$ cat src/rtl/gray_pkg.sv
// rtl/gray_pkg.sv - shared Gray-code types and helper functions
// Contents:
//   GRAY_MAX_W  widest counter the helpers handle; narrower values are zero-extended
//   cnt_op_e    next-state selector used by the counter's next-state mux
//   bin2gray    binary -> Gray
//   gray2bin    Gray -> binary (XOR prefix from the MSB down)
// The all-ones terminal value of a counter is formed locally as {WIDTH{1'b1}}.
package gray_pkg;

  localparam int GRAY_MAX_W = 32;

  typedef enum logic [1:0] {
    OP_HOLD = 2'd0,
    OP_LOAD = 2'd1,
    OP_INC  = 2'd2,
    OP_DEC  = 2'd3
  } cnt_op_e;

  function automatic logic [GRAY_MAX_W-1:0] bin2gray(input logic [GRAY_MAX_W-1:0] b);
    return b ^ (b >> 1);
  endfunction

  // Zero-extended upper bits contribute nothing to the prefix, so this is
  // correct for any width up to GRAY_MAX_W.
  function automatic logic [GRAY_MAX_W-1:0] gray2bin(input logic [GRAY_MAX_W-1:0] g);
    logic [GRAY_MAX_W-1:0] b;
    b[GRAY_MAX_W-1] = g[GRAY_MAX_W-1];
    for (int i = GRAY_MAX_W - 2; i >= 0; i--) begin
      b[i] = b[i+1] ^ g[i];
    end
    return b;
  endfunction

endpackage

$ cat src/rtl/gray2bin_conv.sv
// rtl/gray2bin_conv.sv - combinational Gray-to-binary converter
// Ports:
//   gray  in  WIDTH  Gray-coded value
//   bin   out WIDTH  binary equivalent
module gray2bin_conv #(
  parameter int WIDTH = 4
) (
  input  logic [WIDTH-1:0] gray,
  output logic [WIDTH-1:0] bin
);

  // Each binary bit is the parity of the Gray bits at and above it. Written
  // as independent reductions so no bit depends on another output bit.
  for (genvar i = 0; i < WIDTH; i++) begin : g_bit
    assign bin[i] = ^gray[WIDTH-1:i];
  end

endmodule

$ cat src/rtl/gray_updown_counter.sv
// rtl/gray_updown_counter.sv - parametrised up/down Gray counter with load and end flags
// Ports:
//   clk       in   rising-edge clock
//   reset     in   synchronous active-low reset
//   en        in   count enable
//   up        in   count direction (1 up, 0 down), used only when en=1
//   load      in   synchronous load strobe (beats en)
//   load_bin  in   WIDTH binary value to load
//   gray_out  out  WIDTH registered Gray count (the state register)
//   bin_out   out  WIDTH registered binary equivalent of gray_out
//   at_max    out  registered, bin_out is all ones
//   at_min    out  registered, bin_out is zero
//   wrap      out  registered one-cycle pulse after a wrap step
module gray_updown_counter
  import gray_pkg::*;
#(
  parameter int WIDTH    = 4,
  parameter bit SATURATE = 1'b0
) (
  input  logic             clk,
  input  logic             reset,
  input  logic             en,
  input  logic             up,
  input  logic             load,
  input  logic [WIDTH-1:0] load_bin,
  output logic [WIDTH-1:0] gray_out,
  output logic [WIDTH-1:0] bin_out,
  output logic             at_max,
  output logic             at_min,
  output logic             wrap
);

  localparam logic [WIDTH-1:0] MAX  = {WIDTH{1'b1}};
  localparam logic [WIDTH-1:0] ZERO = '0;

  cnt_op_e          op;
  logic [WIDTH-1:0] cur_bin;
  logic [WIDTH-1:0] next_bin;
  logic [WIDTH-1:0] next_gray;
  logic             next_wrap;

  // The Gray register is the only true state; binary is recovered from it.
  gray2bin_conv #(.WIDTH(WIDTH)) u_conv (
    .gray (gray_out),
    .bin  (cur_bin)
  );

  always_comb begin
    op = OP_HOLD;
    if (load) begin
      op = OP_LOAD;
    end else if (en) begin
      op = up ? OP_INC : OP_DEC;
    end
  end

  always_comb begin
    next_bin  = cur_bin;
    next_wrap = 1'b0;
    case (op)
      OP_LOAD: next_bin = load_bin;
      OP_INC: begin
        if (cur_bin != MAX) begin
          next_bin = cur_bin + WIDTH'(1);
        end else if (!SATURATE) begin
          next_bin  = ZERO;
          next_wrap = 1'b1;
        end
      end
      OP_DEC: begin
        if (cur_bin != ZERO) begin
          next_bin = cur_bin - WIDTH'(1);
        end else if (!SATURATE) begin
          next_bin  = MAX;
          next_wrap = 1'b1;
        end
      end
      default: next_bin = cur_bin;
    endcase
    next_gray = next_bin ^ (next_bin >> 1);
  end

  // Flags are computed from the next count so they land on the same edge.
  always_ff @(posedge clk) begin
    if (!reset) begin
      gray_out <= ZERO;
      bin_out  <= ZERO;
      at_max   <= 1'b0;
      at_min   <= 1'b1;
      wrap     <= 1'b0;
    end else begin
      gray_out <= next_gray;
      bin_out  <= next_bin;
      at_max   <= (next_bin == MAX);
      at_min   <= (next_bin == ZERO);
      wrap     <= next_wrap;
    end
  end

endmodule

$ cat config.mk
export PLATFORM = sky130hd
export DESIGN_NAME = gray_updown_counter
export DESIGN_NICKNAME = d
export VERILOG_FILES = /design/src/rtl/gray_pkg.sv /design/src/rtl/gray2bin_conv.sv /design/src/rtl/gray_updown_counter.sv
export SDC_FILE = /design/constraint.sdc
export NUM_CORES = 1
export LEC_CHECK = 0
export BUFFER_PORTS_ARGS = -buffer_cell sky130_fd_sc_hd__buf_2
export CAP_MARGIN = 20
export CORE_MARGIN = 8
export CORE_UTILIZATION = 45
export DETAILED_ROUTE_END_ITERATION = 16
export PLACE_DENSITY = 0.76
export SLEW_MARGIN = 20
export SYNTH_ARGS = -nofsm -noshare
export SYNTH_HDL_FRONTEND = slang
export SYNTH_SLANG_ARGS = --single-unit
export TNS_END_PERCENT = 100
$ cat constraint.sdc
create_clock -name clk -period 2.45 [get_ports clk]
set_input_delay 0.6125 -clock clk [delete_from_list [all_inputs] [get_ports clk]]
set_output_delay 0.6125 -clock clk [all_outputs]
set_load 0.01 [all_outputs]
==> results.py <==
metrics = {
    "sta": {
        "timing_hold_violations_final": 0,
        "drv_slew": 0,
        "fmax_mhz": 420,
        "period_share": 0.972,
        "tns_ns": 0,
        "period_needed_ns": 2.38,
        "worst_pin_slew_ns": 0.321,
        "skew_ns": 0.00892,
        "fin_hold_ws_ns": 0.592,
        "relSlewSlack": 0.785,
        "setup-violations-final": 0,
        "layout_setup_ws_ns": 0.0690,
    },
    "clocking": {
        "cts_root_buf": "clkbuf_4",
        "cts_made_buffers": 3,
        "cts.sinks": 10,
        "path_clk_slew_ns": 0.06,
        "cts_tree": "yes",
        "cts_buffer_depth": 2,
        "cts_max_level": 1,
        "clkLatencyLatePin_ns": 0.27,
    },
    "drt": {
        "drc": 0,
        "num_vias": 709,
        "drt_iter0_drc": 17,
        "wire_per_inst_um": 13.4,
        "viasPerCell": 5.29,
        "drtAntennaViolNets": 0,
        "dr.pass1.iters": 4,
        "routed_wl_mm": 1.80,
    },
    "critical_path": {
        "r2r_end": "gray_out[2]$_SDFF_PN0_",
        "regToRegSetupSlack_ns": 0.07,
        "cp_max_fo": 4,
        "worstRegToRegCells": 10,
        "setup.worst_path.class": "flop to flop",
        "worst_ep_arrival_time_ns": 2.55,
        "r2r-start": "gray_out[1]$_SDFF_PN0_",
        "slowest_delay_ns": 0.36,
        "critPathRequiredTime_ns": 2.61,
        "cp_slowest_cell": "dfxtp_4",
        "start_kind": "flop",
        "crit_chain": "xor2_2 > buf_4 > xnor2_4 > ha_2 > nand3b_1 > nor2_4 > a221o_1 > or3_4 > ha_1 > and2_1",
        "end_kind": "flop",
    },
    "logic_synthesis": {
        "synth_cell_type_count": 31,
        "synth.area.top_cells": "dfxtp_1, ha_1, mux2i_1, nand2_1, a21oi_1",
        "synth_top_area_share": 0.268,
        "syn_area_um2": 748,
        "synth_seq_area_share": 0.268,
        "synth_edf_count": 0,
        "synth_area_leader_cell": "dfxtp_1",
        "netlist_top_cells_count": "dfxtp_1, nand2_1, ha_1, inv_1, nor2_1",
        "ys.warnings.count": 0,
        "ys_seq_elements": 10,
        "synthCells": 94,
        "syn_nets": 111,
        "synthArstFlopShare": 0,
        "yosys_most_used_dff": "dfxtp_1",
        "synth_area_per_cell_um2": 7.96,
    },
    "power_and_ir_drop": {
        "leakagePower_nw": 0.488,
        "vdd_drop_max_v": 0.000637,
        "power.total_mw": 1.38,
        "power-per-cell-area_nw_per_um2": 1400,
    },
    "min_path": {
        "hold_class": "input port to flop",
        "whs_endpoint": "at_min$_SDFF_PN1_",
        "min_from": "reset",
        "min_path_cells": 2,
    },
    "floorplanning": {
        "io_pins": 20,
        "dieArea_um2": 3220,
        "die_w_um": 56.8,
        "start_util": 0.485,
        "row_count": 14,
        "core_region_area_um2": 1540,
        "die_h_um": 56.8,
    },
    "placed_design": {
        "place_hpwl_mm": 1.39,
        "dp_cells": 128,
        "io_buffers": 19,
        "place.gp.congestion": 0.898,
        "dp_slack_ns": 0.00950,
    },
    "global_routing": {
        "track_usage": 0.109,
        "grt_pass1_vias": 677,
        "grt_pass1_wl_mm": 2.95,
        "overflow": 0,
        "grt_max_degree": 12,
        "antenna_found_initial": 0,
    },
    "final_layout": {
        "nNetsFinal": 136,
        "seqCellArea_um2": 211,
        "area_growth_pct": 31.4,
        "nFillCells": 132,
        "drive_above_1_share": 0.373,
        "multiInputGateArea_um2": 534,
        "instances_no_fill": 134,
        "diodes": 0,
    },
    "job": {
        "cap_violations": 0,
    },
    "run_status": {
        "status": "finished clean",
    },
}
registers in the layout, indices dropped and copies added, names as in the netlist:
| register | flops |
|---|---|
| wrap | 1 |
| bin_out | 3 |
| gray_out | 4 |
| at_min | 1 |
| at_max | 1 |
placed cells by master, fill, tap and decap left out, types with 2 or more instances in the layout:
cell / instances
nand2_1: 10
buf_2: 19
nor2_1: 6
nand4_1: 3
dfxtp_4: 3
nand2b_1: 2
and2_1: 3
and3_1: 2
a21oi_1: 6
o21ai_0: 6
dfxtp_1: 7
clkbuf_4: 3
mux2i_1: 4
inv_1: 5
ha_1: 6
buf_4: 8
inv_4: 2
nor2b_1: 2
layer usage:
layer  wire length (um)  GRT usage  up-vias
met5                  0          0        -
met4                 59     0.0503        0
met3                117     0.0449        6
met2                771      0.176       21
met1                848      0.122      317
li1                   -          -      365
timing repair:
action | CTS | global route
hold buffers | 0 | 0
buffers inserted | 0 | 2
gates resized for setup | 0 | 6
endpoints found under the setup margin | 0 | 5
critical path: cells and delay by family, from the launching register on:
kind | cells | cell delay [ns]
adders and majority gates | 2 | 0.46
buffers and inverters | 1 | 0.17
DFF | 1 | 0.36
AOI/OAI and AO/OA | 1 | 0.27
and+or+nand+nor | 4 | 0.71
xor gates and xnor gates | 2 | 0.33
worst max path at each step:
stage	from	endpoint	slack, ns
after floorplan	gray_out[3]$_SDFF_PN0_	gray_out[2]$_SDFF_PN0_	0.02
after global placement	gray_out[1]$_SDFF_PN0_	gray_out[2]$_SDFF_PN0_	0.06
after detailed placement	gray_out[1]$_SDFF_PN0_	gray_out[2]$_SDFF_PN0_	0.009
after CTS	gray_out[1]$_SDFF_PN0_	gray_out[2]$_SDFF_PN0_	0.004
after global routing	gray_out[1]$_SDFF_PN0_	at_min$_SDFF_PN1_	-0.01
final	gray_out[1]$_SDFF_PN0_	gray_out[2]$_SDFF_PN0_	0.07
layout make-up:
cell class / count / area share
repair buffers: 27 / 0.158
multi-input cells: 69 / 0.543
inverters: 8 / 0.0369
clock buffers: 4 / 0.0267
flip-flops and latches: 10 / 0.215
well taps: 16 / 0.0204
through the flow:
step	instance area, um2	util
after floorplan	808	-
after global placement	926	0.601
after detailed placement	926	0.601
after CTS	952	0.618
after global routing	983	0.638
final	983	0.638
power by group:
part,switching (mW),internal (mW),total (mW)
clock,0.0533,0.0628,0.116
combinational,0.483,0.502,0.985
sequential,0.0533,0.225,0.278
logic make-up after synthesis:
kind of cell | synth area share
compound gates | 0.147
xor+xnor | 0.0686
fa+ha+maj | 0.134
buf+inv | 0.0903
flops | 0.268
mux | 0.0535
simple gates | 0.239
(Power assumes the default switching activity.)
